## src/rtl/fifo_pkg.sv

```systemverilog
// -----------------------------------------------------------------------------
// fifo_pkg
// Shared definitions for the parameterised FIFO slice.
//   ptr_w()          : pointer width for a given depth (index bits + wrap bit)
//   DEF_AFULL_MARGIN : default almost_full threshold sits this far below DEPTH
//   DEF_AEMPTY_TH    : default almost_empty threshold
// -----------------------------------------------------------------------------
package fifo_pkg;

   localparam int DEF_AFULL_MARGIN = 2;
   localparam int DEF_AEMPTY_TH    = 1;

   // Index bits address storage; the extra MSB distinguishes full from empty.
   function automatic int ptr_w(input int depth);
      return $clog2(depth) + 1;
   endfunction

endpackage

```

## src/rtl/fifo_ptr.sv

```systemverilog
// -----------------------------------------------------------------------------
// fifo_ptr
// Wrap-bit pointer register. Counts modulo 2^PW with no special case at
// wrap-around; the MSB toggles each time the index bits roll over.
// Ports:
//   clk  : rising-edge clock
//   clr  : synchronous clear (priority over inc)
//   inc  : increment enable
//   q    : pointer value, PW bits
// -----------------------------------------------------------------------------
module fifo_ptr #(
   parameter int PW = 4
) (
   input  logic          clk,
   input  logic          clr,
   input  logic          inc,
   output logic [PW-1:0] q
);

   logic [PW-1:0] r_ptr;

   // Pointer state: clear wins, otherwise advance when enabled.
   always_ff @(posedge clk) begin
      if (clr) begin
         r_ptr <= {PW{1'b0}};
      end else if (inc) begin
         r_ptr <= r_ptr + {{(PW-1){1'b0}}, 1'b1};
      end else begin
         r_ptr <= r_ptr;
      end
   end

   assign q = r_ptr;

endmodule

```

## src/rtl/param_fifo.sv

```systemverilog
// -----------------------------------------------------------------------------
// param_fifo
// Synchronous show-ahead FIFO with occupancy count, threshold flags and
// optional sticky error flags.
//
// Optional feature macro: FIFO_ERR_EN
//   defined   : overflow/underflow are sticky registers set by a rejected
//               push/pop and cleared only by rst
//   undefined : overflow/underflow are tied low, no flag registers exist
//
// Parameters: WIDTH (data bits), DEPTH (power of two, >=2),
//             AFULL_TH (1..DEPTH-1), AEMPTY_TH (0..DEPTH-1)
// Ports:
//   clk, rst          : rising-edge clock, synchronous active-high reset
//   push, data_in     : write request and data
//   pop               : read request
//   data_out          : head entry, valid combinationally while !empty
//   full, empty       : occupancy extremes
//   almost_full/empty : count >= AFULL_TH / count <= AEMPTY_TH
//   count             : occupancy 0..DEPTH
//   overflow/underflow: sticky error flags (see FIFO_ERR_EN)
// -----------------------------------------------------------------------------
module param_fifo
   import fifo_pkg::*;
#(
   parameter int WIDTH     = 8,
   parameter int DEPTH     = 8,
   parameter int AFULL_TH  = DEPTH - DEF_AFULL_MARGIN,
   parameter int AEMPTY_TH = DEF_AEMPTY_TH
) (
   input  logic                         clk,
   input  logic                         rst,
   input  logic                         push,
   input  logic                         pop,
   input  logic [WIDTH-1:0]             data_in,
   output logic [WIDTH-1:0]             data_out,
   output logic                         full,
   output logic                         empty,
   output logic                         almost_full,
   output logic                         almost_empty,
   output logic [$clog2(DEPTH):0]       count,
   output logic                         overflow,
   output logic                         underflow
);

   localparam int PW = ptr_w(DEPTH);
   localparam int AW = PW - 1;
   localparam logic [PW-1:0] LP_AFULL  = PW'(AFULL_TH);
   localparam logic [PW-1:0] LP_AEMPTY = PW'(AEMPTY_TH);

   logic [WIDTH-1:0] r_mem [DEPTH];

   logic [PW-1:0] w_wr_ptr;
   logic [PW-1:0] w_rd_ptr;
   logic [PW-1:0] w_count;
   logic          w_full;
   logic          w_empty;
   logic          w_push_acc;
   logic          w_pop_acc;
   logic          w_wr_inc;
   logic          w_rd_inc;

   // Status decode from registered pointers only.
   always_comb begin
      w_empty = (w_wr_ptr == w_rd_ptr);
      w_full  = (w_wr_ptr[AW-1:0] == w_rd_ptr[AW-1:0]) &&
                (w_wr_ptr[AW] != w_rd_ptr[AW]);
      w_count = w_wr_ptr - w_rd_ptr;
   end

   // Handshake acceptance. A full FIFO still takes a push when the head is
   // leaving in the same cycle; an empty FIFO never takes a pop, even if a
   // push would make data available by the next edge.
   always_comb begin
      w_pop_acc  = pop && !w_empty;
      w_push_acc = push && (!w_full || pop);
      w_wr_inc   = w_push_acc && !rst;
      w_rd_inc   = w_pop_acc && !rst;
   end

   fifo_ptr #(.PW(PW)) u_wr_ptr (
      .clk (clk),
      .clr (rst),
      .inc (w_wr_inc),
      .q   (w_wr_ptr)
   );

   fifo_ptr #(.PW(PW)) u_rd_ptr (
      .clk (clk),
      .clr (rst),
      .inc (w_rd_inc),
      .q   (w_rd_ptr)
   );

   // Storage write; deliberately unreset, contents are discarded logically
   // by clearing the pointers.
   always_ff @(posedge clk) begin
      if (w_wr_inc) begin
         r_mem[w_wr_ptr[AW-1:0]] <= data_in;
      end
   end

   // Show-ahead read. When full with push+pop, the write targets this same
   // slot, but only lands at the edge, so the current head is unaffected.
   assign data_out     = r_mem[w_rd_ptr[AW-1:0]];
   assign full         = w_full;
   assign empty        = w_empty;
   assign count        = w_count;
   assign almost_full  = (w_count >= LP_AFULL);
   assign almost_empty = (w_count <= LP_AEMPTY);

`ifdef FIFO_ERR_EN
   logic r_overflow;
   logic r_underflow;

   // Sticky error flags, cleared only by reset.
   always_ff @(posedge clk) begin
      if (rst) begin
         r_overflow  <= 1'b0;
         r_underflow <= 1'b0;
      end else begin
         if (push && !w_push_acc) begin
            r_overflow <= 1'b1;
         end
         if (pop && !w_pop_acc) begin
            r_underflow <= 1'b1;
         end
      end
   end

   assign overflow  = r_overflow;
   assign underflow = r_underflow;
`else
   assign overflow  = 1'b0;
   assign underflow = 1'b0;
`endif

endmodule

```

## config.mk

```make
export PLATFORM = sky130hd
export DESIGN_NAME = param_fifo
export DESIGN_NICKNAME = d
export VERILOG_FILES = /design/src/rtl/fifo_pkg.sv /design/src/rtl/fifo_ptr.sv /design/src/rtl/param_fifo.sv
export SDC_FILE = /design/constraint.sdc
export NUM_CORES = 1
export LEC_CHECK = 0
export CAP_MARGIN = 10
export CORE_ASPECT_RATIO = 1.4
export CORE_MARGIN = 8
export CORE_UTILIZATION = 45
export CTS_CLUSTER_DIAMETER = 150
export DETAILED_ROUTE_END_ITERATION = 6
export PLACE_DENSITY = 0.73
export SLEW_MARGIN = 20
export SYNTH_ARGS = -nofsm -noshare
export SYNTH_HDL_FRONTEND = slang
export SYNTH_SLANG_ARGS = --single-unit
export TNS_END_PERCENT = 10
```

## constraint.sdc

```tcl
create_clock -name clk -period 2.3 [get_ports clk]
set_input_delay 0.575 -clock clk [delete_from_list [all_inputs] [get_ports clk]]
set_output_delay 0.575 -clock clk [all_outputs]
set_load 0.02 [all_outputs]
```

==> results of run 1 <==
cells by family after synthesis:
logic type	after synthesis	share of synthesized area (%)
AO/OA/AOI/OAI	17	3.58
XOR/XNOR	3	1.05
adder cells (fa/ha/maj)	6	2.57
buffers and inverters	15	2.76
flip-flops	75	66.6
multiplexers	30	17.9
other	1	0.117
AND/OR/NAND/NOR	36	5.45
registers in the layout, indices dropped and copies added, names as in the netlist, named ones only:
signal      cells
r_mem          64
u_rd_ptr.q      4
u_wr_ptr.q      4
metrics by stage:
step / cell area, sq um / cells / setup TNS (ns) / hold WS (ns) / util [%]
floorplan: 3230 / 184 / 0 / 0.475 / -
global placement: 3790 / 326 / -4.81 / 0.604 / 54.6
detailed placement: 3790 / 326 / -6.40 / 0.595 / 54.6
CTS: 4030 / 344 / -1.39 / 0.612 / 58.1
global route: 4010 / 343 / -1.27 / 0.635 / 57.8
finish: 4010 / 343 / -0.552 / 0.610 / 57.8
power groups by stage:
stage | combinational [mW] | sequential [mW] | clock [mW]
3_5_place_dp | 0.646 | 1.55 | 0
6_report | 0.701 | 1.52 | 0.955
2_1_floorplan | 0.376 | 1.55 | 0
3_3_place_gp | 0.634 | 1.54 | 0
5_1_grt | 0.759 | 1.53 | 1.03
4_1_cts | 0.719 | 1.52 | 0.974
cell type report:
type | count | share of cell area [%]
Sequential cell | 75 | 53.6
Multi-Input combinational cell | 94 | 25.1
Timing Repair Buffer | 56 | 12.9
Clock buffer | 9 | 3.09
Tap cell | 95 | 2.97
Clock inverter | 7 | 1.72
Inverter | 7 | 0.655
worst max-delay path, cell delays in order, from the launching register on:
cell and delay [ns]:
dfxtp_1 0.36, ha_4 0.18, fa_2 0.53, inv_2 0.05
nor2_1 0.09, o21a_1 0.14, buf_6 0.11
worst paths after layout:
| kind | depth (start not counted) | from | slack [ns] | to |
|---|---|---|---|---|
| worst min register to register | 3 | u_wr_ptr.q[0] | 0.61 | u_wr_ptr.q[0] |
| worst max register to register | 8 | u_rd_ptr.q[2] | 0.22 | r_mem[2][3] |
| worst max-delay path | 6 | u_rd_ptr.q[0] | -0.07 | almost_empty |
| worst min-delay path | 3 | u_wr_ptr.q[0] | 0.61 | u_wr_ptr.q[0] |
cell usage after synthesis:
cell type,instances,area [sq um]
clkbuf_1,2,7.51
nand3_1,1,5.00
o31ai_1,2,15.0
edfxtp_1,64,1920
inv_1,7,26.3
buf_4,2,15.0
nand3b_1,1,7.51
nand4b_1,1,8.76
a21oi_1,4,20.0
xnor2_1,1,8.76
dfxtp_1,11,220
buf_1,1,3.75
o211ai_1,2,15.0
xnor2_2,1,16.3
and3_1,2,12.5
nor2_1,16,60.1
nor2b_1,5,31.3
buf_12,1,20.0
mux4_1,15,394
nand2_1,5,18.8
o21a_1,2,15.0
nand2b_1,1,6.26
o2111ai_1,2,17.5
nor3_1,2,10.0
buf_6,1,11.3
nand4_1,1,6.26
a21boi_1,1,7.51
ha_1,5,62.6
mux2_2,14,158
o211a_1,1,10.0
mux4_2,1,22.5
xor2_1,1,8.76
buf_2,1,5.00
o21ai_0,3,15.0
conb_1,1,3.75
fa_1,1,20.0
and4_1,1,8.76
timing repair:
action	in CTS	in global routing
gates resized for setup	99	21
pin swaps	2	0
setup endpoints to repair	18	31
hold buffers	0	0
setup buffers	1	0
cloned	1	0
metal layers:
layer / global-route usage, % / wire, um / up-vias
li1: - / - / 833
met1: 14.5 / 2450 / 873
met2: 22.4 / 3240 / 50
met3: 3.05 / 232 / 14
met4: 8.99 / 165 / 0
met5: 0 / 0 / -
==> flow_summary.ini, run 1 <==
[layout]
n_antenna_cell = 0
seq_area_sq_um = 2150
areaGrowthSynthToFinish_pct = 24.7
mostFrequentLayoutCell = edfxtp_1
layout-drive-gt1-share_pct = 41.5
multi_input_area_sq_um = 1000
nets = 261
fillerInstances = 568
mostFrequentLayoutCells = 64 x edfxtp_1, 28 x buf_4, 16 x mux4_2

[detailed_routing]
drtIter0Drc = 121
viasPerCell = 5.16
routed_wl_um = 6090
route.detailed.drc = 0
dr.pass1.iters = 4
num_vias = 1770
avgRoutedWirePerCell_um = 17.7
drtAntennaViolNets = 0

[synth]
syn_avg_cell_area_sq_um = 17.6
synth-seq-cells = 75
ys_warn_count = 0
yosys.cell_types.count = 37
syn_area_sq_um = 3220
synth_cells = 183
ys_seq_area_share_pct = 66.6

[timing]
setup_slack_ns = -0.0725
setup_violations = 10
layout_worst_path_cycle_share_pct = 103
rsz0062_at_grt = true
period_needed_ns = 2.37
skew_ns = 0.00918
fmax_mhz = 422
drv_slew = 0
hold_violations = 0

[pwr]
p_total_mw = 3.18
power_leakage_nw = 1.42
ir_drop_mv = 0.444
p_per_area_nw_per_um2 = 793
power_switching_mw = 0.803
swShare_pct = 25.3
power.internal_mw = 2.38
comb_power_share_pct = 22.0
seqPwrFrac_pct = 47.9
power.share.clock_pct = 30.0

[clock_network]
clockBufferDepth = 2
path_clk_slew_ns = 0.08
clockRootBuffer = clkbuf_8
cts_tree = built
htree_levels = 3
clk_latency_ns = 0.34
numCtsBuffers = 9
clock_sinks = 75

[floorplan]
die_w_um = 87.4
core_area_sq_um = 6940
pin_count = 30
initial_core_util_pct = 46.4
die_h_um = 116
rows = 36
dieArea_sq_um = 10100

[global_route]
grt_remaining_overflow = 0
grt_antenna_before_repair = 0
grt_max_degree = 17
grt_pass1_wl_um = 9710
grt_pass1_vias = 1832
grt_usage_pct = 13.3

[placed_design]
io_buffers = 27
pre_cts_ws_ns = -0.274
hpwl_um = 3990
routabilityCongestion = 0.836

[run_status]
violations = negative setup slack
status = finished, violations left

[worst_setup_path]
end_kind = primary output
timing_worst_setup_path_type = reg -> out
required_ns = 1.73
startpoint_type = register
critPathMaxFanout = 3
arrival_ns = 1.80

[worst_hold_path]
hp-class = reg -> reg

[flow_run]
maxCapViolCount = 0
Note: power is estimated with default switching activity, not from simulation.
==> run 2, diff against run 1 <==
--- a/config.mk
+++ b/config.mk
@@ -15,5 +15,6 @@
 export SLEW_MARGIN = 20
 export SYNTH_ARGS = -nofsm -noshare
 export SYNTH_HDL_FRONTEND = slang
+export SYNTH_HIERARCHICAL = 1
 export SYNTH_SLANG_ARGS = --single-unit
 export TNS_END_PERCENT = 10
==> flow_summary.ini, run 2 <==
[run_status]
status = finished, violations left
violations = negative setup slack

[flow_run]
maxCapViolCount = 0

[clock_network]
clk_latency_ns = 0.35
numCtsBuffers = 9
cts-hold-fix-buffers = 0
htree_levels = 3
clockRootBuffer = clkbuf_8
clock_sinks = 72
clockBufferDepth = 2
cts_tree = built
path_clk_slew_ns = 0.08

[layout]
seq_area_sq_um = 2090
mostFrequentLayoutCell = edfxtp_1
design_area_sq_um = 3990
multi_input_area_sq_um = 966
nets = 275
largest_reg_flops = 64
mostFrequentLayoutCells = 64 x edfxtp_1, 37 x buf_4, 26 x nand2_1
layout-drive-gt1-share_pct = 40.8
areaGrowthSynthToFinish_pct = 29.5
post-route-util_pct = 60.4
n_antenna_cell = 0
fillerInstances = 515

[synth]
synth_flop_cell = edfxtp_1
ys_top_cells_by_area = edfxtp_1 62%, mux4_2 7.3%, dfxtp_1 5.2%
synth_top_cell_area_share_pct = 62.3
synth_area_leader_cell = edfxtp_1
ys_seq_area_share_pct = 67.5
synth_most_common_cell = edfxtp_1
yosys.cell_types.count = 32
synth-seq-cells = 72
synth_edf_count = 64
synth_cells = 187
synth_common_cells = 64 x edfxtp_1, 28 x nand2_1, 11 x nor2_1
syn_area_sq_um = 3080
synth-async-reset-ratio_pct = 0
ys_warn_count = 6
syn_avg_cell_area_sq_um = 16.5

[worst_setup_path]
r2r-start = u_wr_ptr/q[1]
required_ns = 1.73
startpoint_type = register
end_kind = primary output
rr_endpoint = u_wr_ptr/q[2]
critPathMaxFanout = 4
arrival_ns = 1.83
ff2ff_path_depth = 10
cp-startpoint = u_rd_ptr/q[0]
timing_worst_setup_path_type = reg -> out
r2r_setup_slack_ns = 0.19

[detailed_routing]
dr.pass1.iters = 4
drtAntennaViolNets = 0
drtIter0Drc = 110
route.detailed.drc = 0
routed_wl_um = 6260
viasPerCell = 5.05
avgRoutedWirePerCell_um = 17.7
num_vias = 1787

[worst_hold_path]
hp-class = reg -> reg
hp-start = u_rd_ptr/q[3]
worstHoldEndpoint = u_rd_ptr/q[3]
hold_depth = 2

[floorplan]
initial_core_util_pct = 46.6
dieArea_sq_um = 9800
pin_count = 30
die_w_um = 86.0
die_h_um = 114
core_area_sq_um = 6610
rows = 35

[placed_design]
routabilityCongestion = 0.809
hpwl_um = 4190
placed_cell_area_sq_um = 3700
io_buffers = 27
pre_cts_ws_ns = -0.227

[global_route]
grt_pass1_wl_um = 9720
grt_max_degree = 20
grt_pass1_vias = 1835
grt_antenna_before_repair = 0
grt_usage_pct = 13.7
grt_remaining_overflow = 0

[pwr]
ir_drop_mv = 0.458
power_leakage_nw = 1.48
p_per_area_nw_per_um2 = 732

[timing]
rsz0062_at_grt = true
period_needed_ns = 2.40
fmax_mhz = 417
setup_slack_ns = -0.100
drv_slew = 0
whs_ns = 0.624
layout_worst_path_cycle_share_pct = 104
setup_violations = 4
skew_ns = 0.0139
setup_tns_ns = -0.199
hold_violations = 0
==> run 2: changes by cell type after synthesis, moves of 4 or more <==
cell,delta
nor2_1,-5
mux2_2,-14
nand2_1,+23
nor3_1,+6
mux4_2,+9
mux4_1,-9
inv_1,-4
==> run 2: worst max-delay path by stage <==
stage	to	slack [ns]	cells past startpoint
after floorplan	r_mem[1][0]	-0.11	7
after detailed placement	almost_empty	-0.23	7
after global placement	almost_empty	-0.22	7
after global routing	almost_full	-0.15	6
after CTS	almost_empty	-0.09	6
final	almost_full	-0.10	6
==> run 2: worst max-delay path, cell delays in order (launching register included) <==
cell     delay [ns]
dfxtp_4        0.39
ha_4           0.17
fa_2           0.35
xnor2_2        0.23
nand2_1        0.09
o21ai_1        0.08
buf_4          0.16
==> run 2: per-layer routing <==
layer / GRT usage, % / vias to the layer above / share of wire [%]
met4: 9.51 / 0 / 2.8
met3: 2.88 / 10 / 4.1
li1: - / 850 / -
met5: 0 / - / 0
met1: 15.3 / 878 / 41
met2: 22.7 / 49 / 52
==> run 2: logic make-up (layout without fill, tap and decap cells) <==
family	count (synthesis)	in the layout	share of synthesized area [%]
AOI/OAI and AO/OA	8	8	1.70
other	1	2	0.122
and+or+nand+nor	62	62	9.82
muxes	20	20	14.0
buffers and inverters	13	87	2.72
DFF	72	72	67.5
xor gates and xnor gates	5	5	1.42
adders and majority gates	6	6	2.68
==> run 2: layout make-up <==
class	count	share of cell area [%]
tap	92	2.88
sequential	72	52.3
multi-input combinational	103	24.2
timing repair buffer	65	14.2
inverter	6	0.564
clock buffer	10	3.20
clock inverter	6	2.69
==> run 2: where the power goes <==
group	switching (mW)	internal [mW]
sequential	0.00865	1.44
combinational	0.151	0.156
clock	0.451	0.717
total	0.611	2.31
==> run 2: through the flow <==
stage / power, mW / instances
3_3_place_gp: 1.76 / 336
6_report: 2.92 / 354
5_1_grt: 3.01 / 354
2_1_floorplan: 1.62 / 188
3_5_place_dp: 1.76 / 336
4_1_cts: 2.93 / 355
==> run 2: repair_timing <==
action,CTS,global route
setup endpoints to repair,16,82
pin swaps,3,9
gates resized for setup,83,20
gates cloned,1,0
setup buffers,2,0
==> run 3, diff against run 2 <==
==> constraint.sdc (replaced) <==
create_clock -name clk -period 2.2 [get_ports clk]
set_input_delay 0.55 -clock clk [delete_from_list [all_inputs] [get_ports clk]]
set_output_delay 0.55 -clock clk [all_outputs]
set_load 0.02 [all_outputs]
==> flow_summary.ini, run 3 (synthesis results as in run 2) <==
[run_status]
status = finished, violations left
violations = negative setup slack

[placed_design]
io_buffers = 27
pre_cts_ws_ns = -0.350
dp_cells = 331
hpwl_um = 4040
routabilityCongestion = 0.784

[worst_hold_path]
hp-class = reg -> reg

[clock_network]
numCtsBuffers = 9
path_clk_slew_ns = 0.08
cts-hold-fix-buffers = 0
clock_sinks = 72
clockRootBuffer = clkbuf_8
clk_latency_ns = 0.34
htree_levels = 3
cts_tree = built
clockBufferDepth = 2

[layout]
mostFrequentLayoutCell = edfxtp_1
areaGrowthSynthToFinish_pct = 27.9
layout-drive-gt1-share_pct = 41.5
post-route-util_pct = 59.6
largest_reg_flops = 64
n_antenna_cell = 0
nets = 271
fin_cells = 350
mostFrequentLayoutCells = 64 x edfxtp_1, 35 x buf_4, 25 x nand2_1

[timing]
skew_ns = 0.00991
fmax_mhz = 424
drv_slew = 0
whs_ns = 0.668
setup_violations = 13
period_needed_ns = 2.36
layout_worst_path_cycle_share_pct = 107
rsz0062_at_grt = true
setup_slack_ns = -0.157
hold_violations = 0

[worst_setup_path]
crit_buf_inv = 2
r2r-start = u_wr_ptr/q[1]
end_kind = primary output
timing_worst_setup_path_type = reg -> out
arrival_ns = 1.81
r2r_setup_slack_ns = 0.09
cp-startpoint = u_rd_ptr/q[0]
cp-endpoint = almost_empty
cp_cell_sequence = ha_4 > fa_2 > inv_2 > nor2_1 > o21a_1 > buf_6
critPathMaxFanout = 3
slowest_delay_ns = 0.52
critPathSlowestCell = fa_2
rr_endpoint = u_rd_ptr/q[3]
ff2ff_path_depth = 9
cp_top_family = adder cells
startpoint_type = register
cp_num_cells = 6
required_ns = 1.65

[detailed_routing]
num_vias = 1815
drtIter0Drc = 159
drtAntennaViolNets = 0
dr.pass1.iters = 4
routed_wl_um = 6320
route.detailed.drc = 0
viasPerCell = 5.19
avgRoutedWirePerCell_um = 18.0

[global_route]
grt_antenna_before_repair = 0
grt_pass1_vias = 1960
grt_pass1_wl_um = 10200
grt_usage_pct = 14.3
grt_max_degree = 20
grt_remaining_overflow = 0

[floorplan]
rows = 35
die_w_um = 86.0
pin_count = 30
die_h_um = 114
dieArea_sq_um = 9800
core_area_sq_um = 6610
initial_core_util_pct = 46.6

[pwr]
power_leakage_nw = 1.46
power.share.clock_pct = 40.3
comb_power_share_pct = 10.2
p_per_area_nw_per_um2 = 775
seqPwrFrac_pct = 49.5
swShare_pct = 21.2
power.internal_mw = 2.41
ir_drop_mv = 0.446
power_switching_mw = 0.649

[flow_run]
maxCapViolCount = 0
[run 3: how the worst min path moves through the flow]
stage                       start            end  slack (ns)  cells after the start
floorplan           u_rd_ptr/q[2]  u_rd_ptr/q[2]        0.54                      2
global placement    u_wr_ptr/q[0]  u_wr_ptr/q[0]        0.61                      3
detailed placement  u_wr_ptr/q[0]  u_wr_ptr/q[0]        0.67                      3
CTS                 u_wr_ptr/q[0]  u_wr_ptr/q[0]        0.67                      3
global route        u_wr_ptr/q[0]  u_wr_ptr/q[0]        0.70                      3
finish              u_wr_ptr/q[0]  u_wr_ptr/q[0]        0.67                      3
[run 3: through the flow]
| stage | setup TNS, ns | power (mW) | cell area, sq um |
|---|---|---|---|
| finish | -0.801 | 3.06 | 3940 |
| floorplan | -13.69 | 1.70 | 3100 |
| global placement | -2.22 | 1.84 | 3670 |
| CTS | -1.21 | 3.08 | 3910 |
| detailed placement | -2.67 | 1.84 | 3670 |
| global route | -1.81 | 3.15 | 3940 |
[run 3: power groups by stage]
stage,sequential [mW],combinational [mW],clock [mW]
detailed placement,1.54,0.304,0
floorplan,1.54,0.156,0
global placement,1.54,0.300,0
finish,1.51,0.311,1.23
global route,1.51,0.336,1.30
CTS,1.51,0.311,1.25
[run 3: final cells by class]
class                      count  area (sq um)
tap                           92           115
sequential                    72          2090
fill                         494          2670
clock inverter                 6           108
inverter                       6          22.5
timing repair buffer          61           512
multi-input combinational    103           971
clock buffer                  10           128
[run 3: routing by layer]
| layer | vias up | track usage [%] | routed length [um] |
|---|---|---|---|
| li1 | 840 | - | - |
| met1 | 905 | 15.6 | 2560 |
| met2 | 55 | 23.3 | 3250 |
| met3 | 15 | 4.32 | 328 |
| met4 | 0 | 9.27 | 173 |
| met5 | - | 0 | 0 |
[run 3: worst register-to-register path, stage by stage (launching register included)]
cell and delay (ns):
dfxtp_1 0.34, buf_4 0.16, ha_1 0.31, buf_4 0.14, nand3_1 0.12, nor2_1 0.07, buf_4 0.15, nor3b_2 0.27
nand4_2 0.15, mux2_4 0.32
[run 3: what timing repair did]
| action | in CTS | in global routing |
|---|---|---|
| setup endpoints to repair | 18 | 21 |
| pin swaps | 1 | 2 |
| gates resized for setup | 83 | 13 |
| setup buffers | 1 | 1 |
| cloned | 1 | 0 |
| hold endpoints to repair | 0 | 0 |
